===== src/rtl/lfsr_epoch_sched.sv =====
// lfsr_epoch_sched
// Round-robin arbiter that lends one shared 16-bit LFSR to N_REQ stochastic
// number generator requesters. Each grant reseeds the LFSR with the winner's
// seed, steps it for a latched epoch length, then releases it.
//
// Ports:
//   TRIG        clock, rising edge
//   RESET       synchronous active-high reset
//   REQ         per-requester level request
//   SEED_IN     per-requester seeds, requester i at [i*SEED_W +: SEED_W]
//   LEN         epoch length in LFSR steps, sampled at grant
//   PAUSE       (only with LFSR_SCHED_PAUSE_EN) freezes stepping in RUN
//   GNT         registered one-hot grant
//   LFSR_LOAD   seed-load strobe (LOAD state)
//   LFSR_SEED   seed latched at grant, stable through the epoch
//   LFSR_STEP   LFSR shift enable
//   STEP_CNT    steps completed in the current epoch
//   EPOCH_DONE  one-cycle pulse after a full epoch
//   ABORT       one-cycle pulse when the grantee withdraws mid-epoch
//   BUSY        high whenever not IDLE
//
// Optional feature macro: LFSR_SCHED_PAUSE_EN (adds the PAUSE input).

module lfsr_epoch_sched #(
    parameter int unsigned N_REQ  = 4,
    parameter int unsigned SEED_W = 16,
    parameter int unsigned LEN_W  = 16
) (
    input  logic                    TRIG,
    input  logic                    RESET,
    input  logic [N_REQ-1:0]        REQ,
    input  logic [N_REQ*SEED_W-1:0] SEED_IN,
    input  logic [LEN_W-1:0]        LEN,
`ifdef LFSR_SCHED_PAUSE_EN
    input  logic                    PAUSE,
`endif
    output logic [N_REQ-1:0]        GNT,
    output logic                    LFSR_LOAD,
    output logic [SEED_W-1:0]       LFSR_SEED,
    output logic                    LFSR_STEP,
    output logic [LEN_W-1:0]        STEP_CNT,
    output logic                    EPOCH_DONE,
    output logic                    ABORT,
    output logic                    BUSY
);

    localparam int unsigned IDX_W = $clog2(N_REQ);

    typedef enum logic [1:0] {S_IDLE, S_LOAD, S_RUN, S_DONE} state_t;

    state_t             state_q, state_d;
    logic [N_REQ-1:0]   gnt_q, gnt_d;
    logic [IDX_W-1:0]   ptr_q, ptr_d;
    logic [IDX_W-1:0]   idx_q, idx_d;
    logic [SEED_W-1:0]  seed_q, seed_d;
    logic [LEN_W-1:0]   len_q, len_d;
    logic [LEN_W-1:0]   cnt_q, cnt_d;

    logic               win_vld;
    logic [IDX_W-1:0]   win_idx;
    logic [IDX_W-1:0]   idx_next;
    logic               withdraw;
    logic               pause;
    logic               load, step, done, abort;

`ifdef LFSR_SCHED_PAUSE_EN
    assign pause = PAUSE;
`else
    assign pause = 1'b0;
`endif

    // Circular search starting at PTR; candidate index is folded back
    // below N_REQ so non-power-of-two N_REQ works.
    always_comb begin : arb
        logic [IDX_W:0] cand;
        win_vld = 1'b0;
        win_idx = '0;
        cand    = '0;
        for (int unsigned k = 0; k < N_REQ; k++) begin
            cand = {1'b0, ptr_q} + (IDX_W+1)'(k);
            if (cand >= (IDX_W+1)'(N_REQ)) begin
                cand = cand - (IDX_W+1)'(N_REQ);
            end
            if (!win_vld && REQ[cand[IDX_W-1:0]]) begin
                win_vld = 1'b1;
                win_idx = cand[IDX_W-1:0];
            end
        end
    end

    assign idx_next = (idx_q == IDX_W'(N_REQ - 1)) ? '0 : idx_q + IDX_W'(1);
    assign withdraw = !REQ[idx_q];

    always_comb begin
        state_d = state_q;
        gnt_d   = gnt_q;
        ptr_d   = ptr_q;
        idx_d   = idx_q;
        seed_d  = seed_q;
        len_d   = len_q;
        cnt_d   = cnt_q;
        load    = 1'b0;
        step    = 1'b0;
        done    = 1'b0;
        abort   = 1'b0;
        case (state_q)
            S_IDLE: begin
                cnt_d = '0;
                if (win_vld) begin
                    gnt_d   = N_REQ'(1) << win_idx;
                    idx_d   = win_idx;
                    len_d   = LEN;
                    seed_d  = SEED_IN[win_idx*SEED_W +: SEED_W];
                    state_d = S_LOAD;
                end
            end
            S_LOAD: begin
                load = 1'b1;
                if (withdraw) begin
                    abort   = 1'b1;
                    gnt_d   = '0;
                    ptr_d   = idx_next;
                    state_d = S_IDLE;
                end else begin
                    state_d = (len_q == '0) ? S_DONE : S_RUN;
                end
            end
            S_RUN: begin
                // Withdrawal outranks PAUSE so an abort is never delayed.
                if (withdraw) begin
                    abort   = 1'b1;
                    gnt_d   = '0;
                    ptr_d   = idx_next;
                    cnt_d   = '0;
                    state_d = S_IDLE;
                end else if (!pause) begin
                    step  = 1'b1;
                    cnt_d = cnt_q + LEN_W'(1);
                    if (cnt_q == len_q - LEN_W'(1)) begin
                        state_d = S_DONE;
                    end
                end
            end
            S_DONE: begin
                done    = 1'b1;
                gnt_d   = '0;
                ptr_d   = idx_next;
                cnt_d   = '0;
                state_d = S_IDLE;
            end
            default: state_d = S_IDLE;
        endcase
    end

    always_ff @(posedge TRIG) begin
        if (RESET) begin
            state_q <= S_IDLE;
            gnt_q   <= '0;
            ptr_q   <= '0;
            idx_q   <= '0;
            seed_q  <= '0;
            len_q   <= '0;
            cnt_q   <= '0;
        end else begin
            state_q <= state_d;
            gnt_q   <= gnt_d;
            ptr_q   <= ptr_d;
            idx_q   <= idx_d;
            seed_q  <= seed_d;
            len_q   <= len_d;
            cnt_q   <= cnt_d;
        end
    end

    assign GNT        = gnt_q;
    assign LFSR_LOAD  = load;
    assign LFSR_SEED  = seed_q;
    assign LFSR_STEP  = step;
    assign STEP_CNT   = cnt_q;
    assign EPOCH_DONE = done;
    assign ABORT      = abort;
    assign BUSY       = (state_q != S_IDLE);

endmodule


===== config.mk =====
export PLATFORM = sky130hd
export DESIGN_NAME = lfsr_epoch_sched
export DESIGN_NICKNAME = d
export VERILOG_FILES = /design/src/rtl/lfsr_epoch_sched.sv
export SDC_FILE = /design/constraint.sdc
export NUM_CORES = 1
export LEC_CHECK = 0
export BUFFER_PORTS_ARGS = -buffer_cell sky130_fd_sc_hd__buf_2
export CORE_AREA = 2 2 91 93
export CTS_CLUSTER_DIAMETER = 60
export DETAILED_ROUTE_END_ITERATION = 6
export DIE_AREA = 0 0 93 95
export PLACE_DENSITY = 0.73
export SLEW_MARGIN = 20
export SYNTH_ARGS = -nofsm -noshare
export SYNTH_HDL_FRONTEND = slang
export SYNTH_SLANG_ARGS = --single-unit

===== constraint.sdc =====
create_clock -name TRIG -period 5.25 [get_ports TRIG]
set_input_delay 0.525 -clock TRIG [delete_from_list [all_inputs] [get_ports TRIG]]
set_output_delay 0.525 -clock TRIG [all_outputs]
set_load 0.05 [all_outputs]

======== Word-level counts from Yosys, hierarchy flattened ========
Index checks and enable logic that the tools add are counted.
storage, ports and cells
  register bits after elaboration ......... 58
  output and inout bits ................... 41
operators by class
  $add $sub $neg .......................... 10
  order comparisons ....................... 9
  eq/ne operators ......................... 8
  shift operators ......................... 2
  multiplexer cells ....................... 42
  reductions and logical operators ........ 17
operators with widths
  cell                   count
  $shiftx 64x7->16       1
  $pmux 16 s2            1
  $mux 2                 14
  $add 16x1->16 const B  1
  $eq 16x16->1           1
  $logic_not 16->1       1
  $mux 1                 16
  $mux 16                1
  $sub 16x1->16 const B  1
  $lt 2x3->1 const B     5
  $pmux 4 s3             1
  $bmux 1 s2             5
  $ge 3x3->1 const B     3
  $mux 4                 2
  $pmux 2 s4             1
  $reduce_and 2->1       4
  $sub 2x1->2 const B    4
  $add 2x2->3 const B    2
  $eq 2x2->1 const B     3
  $reduce_bool 2->1      3
  $ne 2x2->1 const B     2
  $pmux 2 s2             1
  $reduce_or 2->1        2
  $shl 1x2->4 const A    1
  other kinds (8)        12

======== Logic depth before layout (Yosys ltp) ========
Gate-level depths: netlist (run 1).
  depth after elaboration ................. 17
  mapped depth ............................ 10
  mapped depth without buffers ............ 9

======== Worst setup path before layout (run 1) ========
Ideal clock, no wire load.
  kind .................................... input port to output port
  start point ............................. input port REQ[3]
  end point ............................... output port ABORT
  arrival ................................. 1753 ps
  data required time ...................... 4725 ps
  path slack .............................. 2972 ps
  cell stages on the path ................. 2
  cell sequence ........................... mux4_2 -> nor2b_1
between the ends
  cells in the longest elaborated chain, start to end .. 4
RTL lines
  what                          line      RTL
  start, declared               31        input logic [N_REQ-1:0] REQ,
  $bmux 1 s2                    92        assign withdraw = !REQ[idx_q];
  $mux 1 (not written as such)  92
  $mux 1                        119, 130
  $mux 1                        n/a
  end, declared                 43        output logic ABORT,
Every way passes these cells. The select of a mux whose other input is x is not followed.

======== Worst setup path after layout (run 1) ========
  start point ............................. register len_q[2]
  end point ............................... register state_q[1]
between the ends
  cells in the longest elaborated chain, start to end .. 4
RTL lines
  what                               line  RTL
  start, declared                    56    logic [LEN_W-1:0] len_q, len_d;
  start signal, assigned             170   len_q <= len_d;
  $sub 16x1->16                      139   if (cnt_q == len_q - LEN_W'(1)) begin
  $eq 16x16->1                       139
  $ne 3x3->1 (no source line)        n/a
  $reduce_and 2->1 (no source line)  n/a
  end signal, assigned               165   state_q <= state_d;
  end, declared                      51    state_t state_q, state_d;
Every way passes these cells.
A chain may end at the register's enable or synchronous reset.

==> impl_results.md, run 1 <==
- Worst setup EP type: flop
- Final Max Slew Viols: 0
- Tot GR Track Use: a little over a fifth
- Cts hold-fix bufs: 0
- Main combinational cell family by area after synthesis: simple AND/OR/NAND/NOR gates
- Vias in the first global route: 3409
- Worst-path clk slew: around 0.07 ns
- Worst slack, placed: 2.693 ns
- Initial Util: 43.70%
- Cell Area, Synth: about 3500 um^2
- Row cnt: 33
- Mux cell area share after synthesis: 2.131%
- Worst-path fanout max: 10
- CTS root buffer: clkbuf_8
- Post-CTS sizing: 0
- CTS tree: done
- Via Count: approximately 3.6k
- DR DRC count: 0
- Cells after synthesis: 480
- Startpoint types: flop
- Comb pwr share: around a third
- Relative max-transition margin: between 50 and 60%
- Minimum clock period: approximately 2.5 ns
- Clk sink count: a little under 60
- Critical path data arrival time: 2.71 ns
- Worst Max-Slew Pin Slew: about 0.70 ns
- Seq pwr share: 39.0%
- Ys async rst share: 0%
- Clock Skew: ~0.0067 ns
- Die width: 93 um
- Clk_lat worst skew: 0.34 ns
- Status: completed
- Mean Syn Cell Area: ~7.2 um^2
- Layout area overhead: 25.75%
- Compound-Gate Fraction of Synth Area: 17.30%
- FF-to-FF path depth: 7
- Fin cells: between 700 and 800
- R2r endpoint: state_q[1]
- Post-synthesis register bit count: 58
- Final GP Congestion: roughly 0.92
- Synth area leaders: dfxtp_1 (34%), nand2_1 (10%), nor2_1 (9.2%), a21oi_1 (6.5%), xor2_1 (4.0%)
- Synth Area in XOR/XNOR: under 10%
- Top_reg_cell synth: dfxtp_1
- Adder-cell share of the synthesized area: between 3 and 4%
- Share of cells above drive strength 1: a little over a quarter
- Syn nets: approximately 580
- FF/Latch Area: around 1200 um^2
- Pwr per Cell Area: around 300 nW/um^2
- Global-route wire length before repair: 15.37 mm
- Final Hold Vio Count: 0
- Switching pwr: slightly below 0.5 mW
- Drt pass-1 iters: 4
- H-Tree Depth: 3
- WL per Instance: 13.41 um
- Placed Cells: between 600 and 700
- Die Height: roughly 95 um
- Worst Hold Class: in2reg
- Core Util, Final: a little over half
- Yosys cell types: between 50 and 60
- Int Power: between 0.8 and 0.9 mW
- Final ANT Viol Nets: 0
- Static Leakage: approximately 2.0 nW
- Cell taking the most area after synthesis: dfxtp_1
- Sw Ratio: about 37%
- DR iter-0 viols: between 100 and 150
- Top cell type's share of synthesized area: roughly 34%
- Final net count: roughly 700
- Num ports: 127
- Worst setup endpoint: state_q[1]
- Worst R2R Start: len_q[2]
- FILL cells: between 800 and 900
- Max-cap violation count: 0
- Achievable Freq: about 400 MHz
- Critical Path Source: len_q[2]
- Initial antenna violation count: 0
- Post-route setup slack: about 2.8 ns
- Area of the multi-input gates: between 2000 and 2500 um^2
- RSZ-0062 raised after global routing: no
- Final HPWL DP: a little over 7 mm
- Post-CTS Setup Inserts: 0
- Diodes inserted: 0
- Vias/cell: between 5 and 6
- Core area: around 8000 um^2
- Data required time of the worst path: around 5.5 ns
- Worst reg2reg setup slack: 2.77 ns
- Largest net degree at the start of global routing: 43
- Synth Warn #: 0
- Drt total wl: ~9.5 mm
- IO buf count: ~130
- CTS buffer count: 9
- Area of the die: between 8000 and 9000 um^2
- Post-synth EDFFs: 0
- Final setup violation count: 0
- Gr ovfl total: 0
- Setup TNS: 0 ns
- Sequential fraction of the synthesis area: roughly 34%
- Simple-gate share of the synthesized area: 33.01%
- Max VDD drop: around 0.13 mV
- CP Class: reg2reg
- Worst-case clock buffer depth: 2
- Clock share of power: 29.3%
- Final period utilization: a little under half
## cells by family (layout without fill, tap and decap cells)
kind of cell,after synthesis,count (layout)
buffers and inverters,35,155
XOR/XNOR,26,26
multiplexers,6,6
AND/OR/NAND/NOR,253,253
adder cells (fa/ha/maj),9,9
AO/OA/AOI/OAI,93,93
flip-flops,58,58
## worst max-delay path, cell delays in order (launching register included)
cell and delay, ns:
dfxtp_1 0.42, nor4_4 0.62, a21oi_1 0.18, a211o_1 0.30, a31oi_1 0.40, a211oi_1 0.10, o2bb2ai_1 0.15, a41o_1 0.20
## registers in the layout, indices dropped and copies added (netlist names)
signal     count
ptr_q          2
GNT            4
state_q        2
STEP_CNT      16
len_q         16
LFSR_SEED     16
idx_q          2
## cell usage after synthesis, types with 3 or more instances
cell type  instances
nand2_1           95
nor2_1            85
dfxtp_1           58
a21oi_1           45
nand3_1           25
clkbuf_1          21
o211ai_1          16
xor2_1            16
xnor2_1           10
ha_1               9
nor3_1             9
inv_1              8
o21ai_0            7
nor2b_1            6
nand2b_1           5
mux2i_1            4
nor4_1             4
and2_1             3
and3_1             3
buf_1              3
nand4_1            3
or3_1              3
## cell type report
cell class	count	area share, %
multi-input combinational	387	49.94
sequential	58	26.65
timing repair buffer	131	15.34
clock buffer	12	3.791
tap	105	3.016
inverter	8	0.6893
clock inverter	4	0.5744
## worst min-delay path by stage
| stage | from | end | slack, ns | depth (start not counted) |
|---|---|---|---|---|
| floorplan | len_q[14] | len_q[14] | 0.46 | 2 |
| global placement | LFSR_SEED[14] | LFSR_SEED[14] | 0.44 | 2 |
| detailed placement | LFSR_SEED[1] | LFSR_SEED[1] | 0.44 | 2 |
| CTS | LEN[15] | len_q[15] | 0.41 | 3 |
| global route | LEN[15] | len_q[15] | 0.42 | 3 |
| finish | LEN[15] | len_q[15] | 0.42 | 3 |
## metal layers
metal / part of all wire [%] / routed length [um] / vias to the layer above / GRT usage, %
li1: - / - / 1875 / -
met1: 42 / 3986 / 1634 / 24.58
met2: 50 / 4727 / 118 / 40.22
met3: 6.5 / 611 / 11 / 4.868
met4: 1.4 / 129 / 0 / 8.333
met5: 0 / 0 / - / 0
## cell usage in the layout, fill, tap and decap left out, types with 2 or more instances in the layout
cell and instances:
nor2_1 84, and3_1 3, clkinv_2 2, mux2i_1 4
inv_1 8, and3_2 2, buf_4 5, nand3b_1 2
nand2b_1 5, xor2_1 16, ha_1 9, xnor2_1 10
o21a_1 2, nor3_1 8, a211o_1 2, a2111oi_0 2
or3_1 2, nor4_1 4, nand4_1 3, clkbuf_8 12
a32oi_1 2, dfxtp_1 58, and4_1 2, buf_2 126
o211ai_1 16, nor2b_1 6, o21ai_0 7, a21oi_1 45
clkinvlp_4 2, and2_1 3, nand3_1 25, nand2_1 95
a22oi_1 2
## through the flow
stage | power (mW) | cell area [um^2] | hold slack [ns]
4_1_cts | 1.326 | 4352 | 0.4098
2_1_floorplan | 0.8231 | 3465 | 0.4622
5_1_grt | 1.397 | 4357 | 0.4206
3_5_place_dp | 0.9398 | 4161 | 0.4446
3_3_place_gp | 0.9301 | 4161 | 0.4409
6_report | 1.315 | 4357 | 0.4223
## power by group through the flow
stage,Combinational (mW),Clock [mW],Sequential [mW]
global route,0.460,0.419,0.518
CTS,0.420,0.394,0.512
finish,0.417,0.385,0.513
floorplan,0.239,0,0.584
detailed placement,0.418,0,0.521
global placement,0.410,0,0.520
Power figures use the tool's default switching activity.
==> run 2, diff against run 1 <==
==> constraint.sdc (replaced) <==
create_clock -name TRIG -period 2.3 [get_ports TRIG]
set_input_delay 0.23 -clock TRIG [delete_from_list [all_inputs] [get_ports TRIG]]
set_output_delay 0.23 -clock TRIG [all_outputs]
set_load 0.05 [all_outputs]
==> run 2 against run 1 <==
  * Power is 140% higher
  * Cell count is 2.0% higher
  * Non-clock buffer count is 14 higher
  * First-iteration DRC count is 8.0% lower
  * Combinational power is 140% higher
  * Critical path depth is 1 higher
  * Largest cell class unchanged
  * Wire length is 1.1% higher
  * Critical path type unchanged
  * Highest routed layer unchanged
  * Count of clock-buffer cells in the layout is 1 lower
==> impl_results.md, run 2 (same netlist as run 1, synthesis figures left out) <==
- Worst Hold Class: in2reg (unchanged)
- Post-DP Area: 4267 um^2 (was 4161 um^2)
- Final period utilization: 91.99% (was 47.18%)
- H-Tree Depth: 3 (unchanged)
- Critical path data arrival time: 2.34 ns (was 2.71 ns)
- Worst setup EP type: flop (unchanged)
- Worst Max-Slew Pin Slew: 0.4452 ns (was 0.6971 ns)
- Final ANT Viol Nets: 0 (unchanged)
- Commonest cells after routing, fill and taps aside: buf_2 (126), nand2_1 (95), nor2_1 (84), dfxtp_1 (58), a21oi_1 (45) (unchanged)
- Achievable Freq: 472.7 MHz (was 403.7 MHz)
- Drt total wl: 9.558 mm (was 9.455 mm)
- Int Power: 2.001 mW (was 0.8283 mW)
- Worst-path clk slew: 0.06 ns (was 0.07 ns)
- CP Class: reg2reg (unchanged)
- Final setup violation count: 0 (unchanged)
- Comb pwr share: 32.0% (was 31.7%)
- Final GP Congestion: 0.8652 (was 0.9153)
- Sw Ratio: 35.87% (was 37.00%)
- Cts hold-fix bufs: 0 (unchanged)
- Vias/cell: 5.199 (was 5.160)
- Via Count: 3738 (was 3638)
- Initial Util: 43.70% (unchanged)
- Data required time of the worst path: 2.52 ns (was 5.48 ns)
- Switching pwr: 1.119 mW (was 0.4865 mW)
- Worst-case clock buffer depth: 2 (unchanged)
- Layout area overhead: 29.76% (was 25.75%)
- Status: completed (unchanged)
- Initial antenna violation count: 0 (unchanged)
- Hold Slack: 0.1344 ns (was 0.4223 ns)
- Relative max-transition margin: 70.32% (was 53.48%)
- Minimum clock period: 2.116 ns (was 2.477 ns)
- WL per Instance: 13.29 um (was 13.41 um)
- FF-to-FF path depth: 8 (was 7)
- Static Leakage: 2.094 nW (was 2.012 nW)
- Crit path max-delay cell type: a2111oi_0 (was nor4_4)
- Largest net degree at the start of global routing: 42 (was 43)
- Gr ovfl total: 0 (unchanged)
- Vias in the first global route: 3438 (was 3409)
- Startpoint types: flop (unchanged)
- Commonest non-fill, non-tap cell in the layout: buf_2 (unchanged)
- CTS tree: done (unchanged)
- Post-route cell area: 4496 um^2 (was 4357 um^2)
- Clock share of power: 30.7% (was 29.3%)
- Slowest Stage Delay on Critical Path: 0.39 ns (was 0.62 ns)
- Drt pass-1 iters: 4 (unchanged)
- Worst path cell trace: nor4_4 > buf_4 > nand3_1 > a2111oi_0 > a31oi_1 > a221oi_2 > nand2_1 > a41o_1 (was nor4_4 > a21oi_1 > a211o_1 > a31oi_1 > a211oi_1 > o2bb2ai_1 > a41o_1)
- Final HPWL DP: 7.340 mm (was 7.206 mm)
- Final Hold Vio Count: 0 (unchanged)
- RSZ-0062 raised after global routing: no (unchanged)
- Max-cap violation count: 0 (unchanged)
- CTS root buffer: clkbuf_8 (unchanged)
- Row cnt: 33 (unchanged)
- Tot GR Track Use: 22.17% (was 21.85%)
- Die Height: 95 um (unchanged)
- Clk sink count: 58 (unchanged)
- Setup TNS: 0 ns (unchanged)
- DR DRC count: 0 (unchanged)
- Global-route wire length before repair: 15.58 mm (was 15.37 mm)
- Diodes inserted: 0 (unchanged)
- Worst Hold Path Cells: 3 (unchanged)
- Seq pwr share: 37.3% (was 39.0%)
- Final net count: 704 (was 690)
- Area of the die: 8835 um^2 (unchanged)
- Clock Skew: 0.004485 ns (was 0.006711 ns)
- Die width: 93 um (unchanged)
- CTS buffer count: 9 (unchanged)
- Final Max Slew Viols: 0 (unchanged)
- Pwr per Cell Area: 693.9 nW/um^2 (was 301.8 nW/um^2)
- IO buf count: 126 (unchanged)
- DR iter-0 viols: 103 (was 112)
- Max VDD drop: 0.2969 mV (was 0.1333 mV)
- Share of cells above drive strength 1: 28.99% (was 27.17%)
- Core area: 7928 um^2 (unchanged)
- Num ports: 127 (unchanged)
- Worst-path fanout max: 10 (unchanged)
- Clk_lat worst skew: 0.33 ns (was 0.34 ns)
==> run 2: path summary, 6_finish.rpt <==
check	from	end	slack (ns)
max reg2reg	len_q[3]	state_q[1]	0.18
min reg2reg	LFSR_SEED[3]	LFSR_SEED[3]	0.46
max	len_q[3]	state_q[1]	0.18
min	LEN[9]	len_q[9]	0.13
==> run 2: cell type report <==
class	count	area, um^2
repair buffers	145	773.2
multi-input cells	387	2196
inverters	8	30.03
clock inverters	5	52.55
flip-flops and latches	58	1161
well taps	105	131.4
fillers	791	3432
clock buffers	11	151.4
==> run 2: worst max-delay path, delay by kind of cell, from the launching register on <==
kind	cells	cell delay, ns
DFF	1	0.37
AOI/OAI and AO/OA	4	0.98
buffers and inverters	1	0.21
and+or+nand+nor	3	0.44
==> run 2: what timing repair did <==
action                     in CTS  in global routing
resized for setup               0                  5
setup endpoints to repair       0                  2
setup buffers                   0                  0
==> run 2: per-stage QoR <==
| step | util [%] | power, mW | cells | setup WS [ns] |
|---|---|---|---|---|
| finish | 56.71 | 3.120 | 719 | 0.1843 |
| global route | 56.71 | 3.300 | 719 | 0.01751 |
| CTS | 56.39 | 3.138 | 719 | 0.06222 |
| detailed placement | 53.82 | 2.174 | 703 | 0.08482 |
| global placement | 53.82 | 2.157 | 703 | 0.1462 |
| floorplan | - | 1.879 | 480 | 0.1483 |
==> run 2: layer usage <==
layer | GRT usage [%] | routed length [um]
met1 | 25.90 | 4004
met3 | 4.709 | 657
met4 | 7.966 | 142
met5 | 0 | 0
met2 | 40.04 | 4754
==> run 2: power by group through the flow <==
| stage | clock network [mW] | logic (mW) | registers [mW] |
|---|---|---|---|
| floorplan | 0 | 0.545 | 1.33 |
| global placement | 0 | 0.979 | 1.18 |
| detailed placement | 0 | 0.992 | 1.18 |
| CTS | 0.982 | 0.995 | 1.16 |
| global route | 1.02 | 1.10 | 1.18 |
| finish | 0.959 | 0.998 | 1.16 |
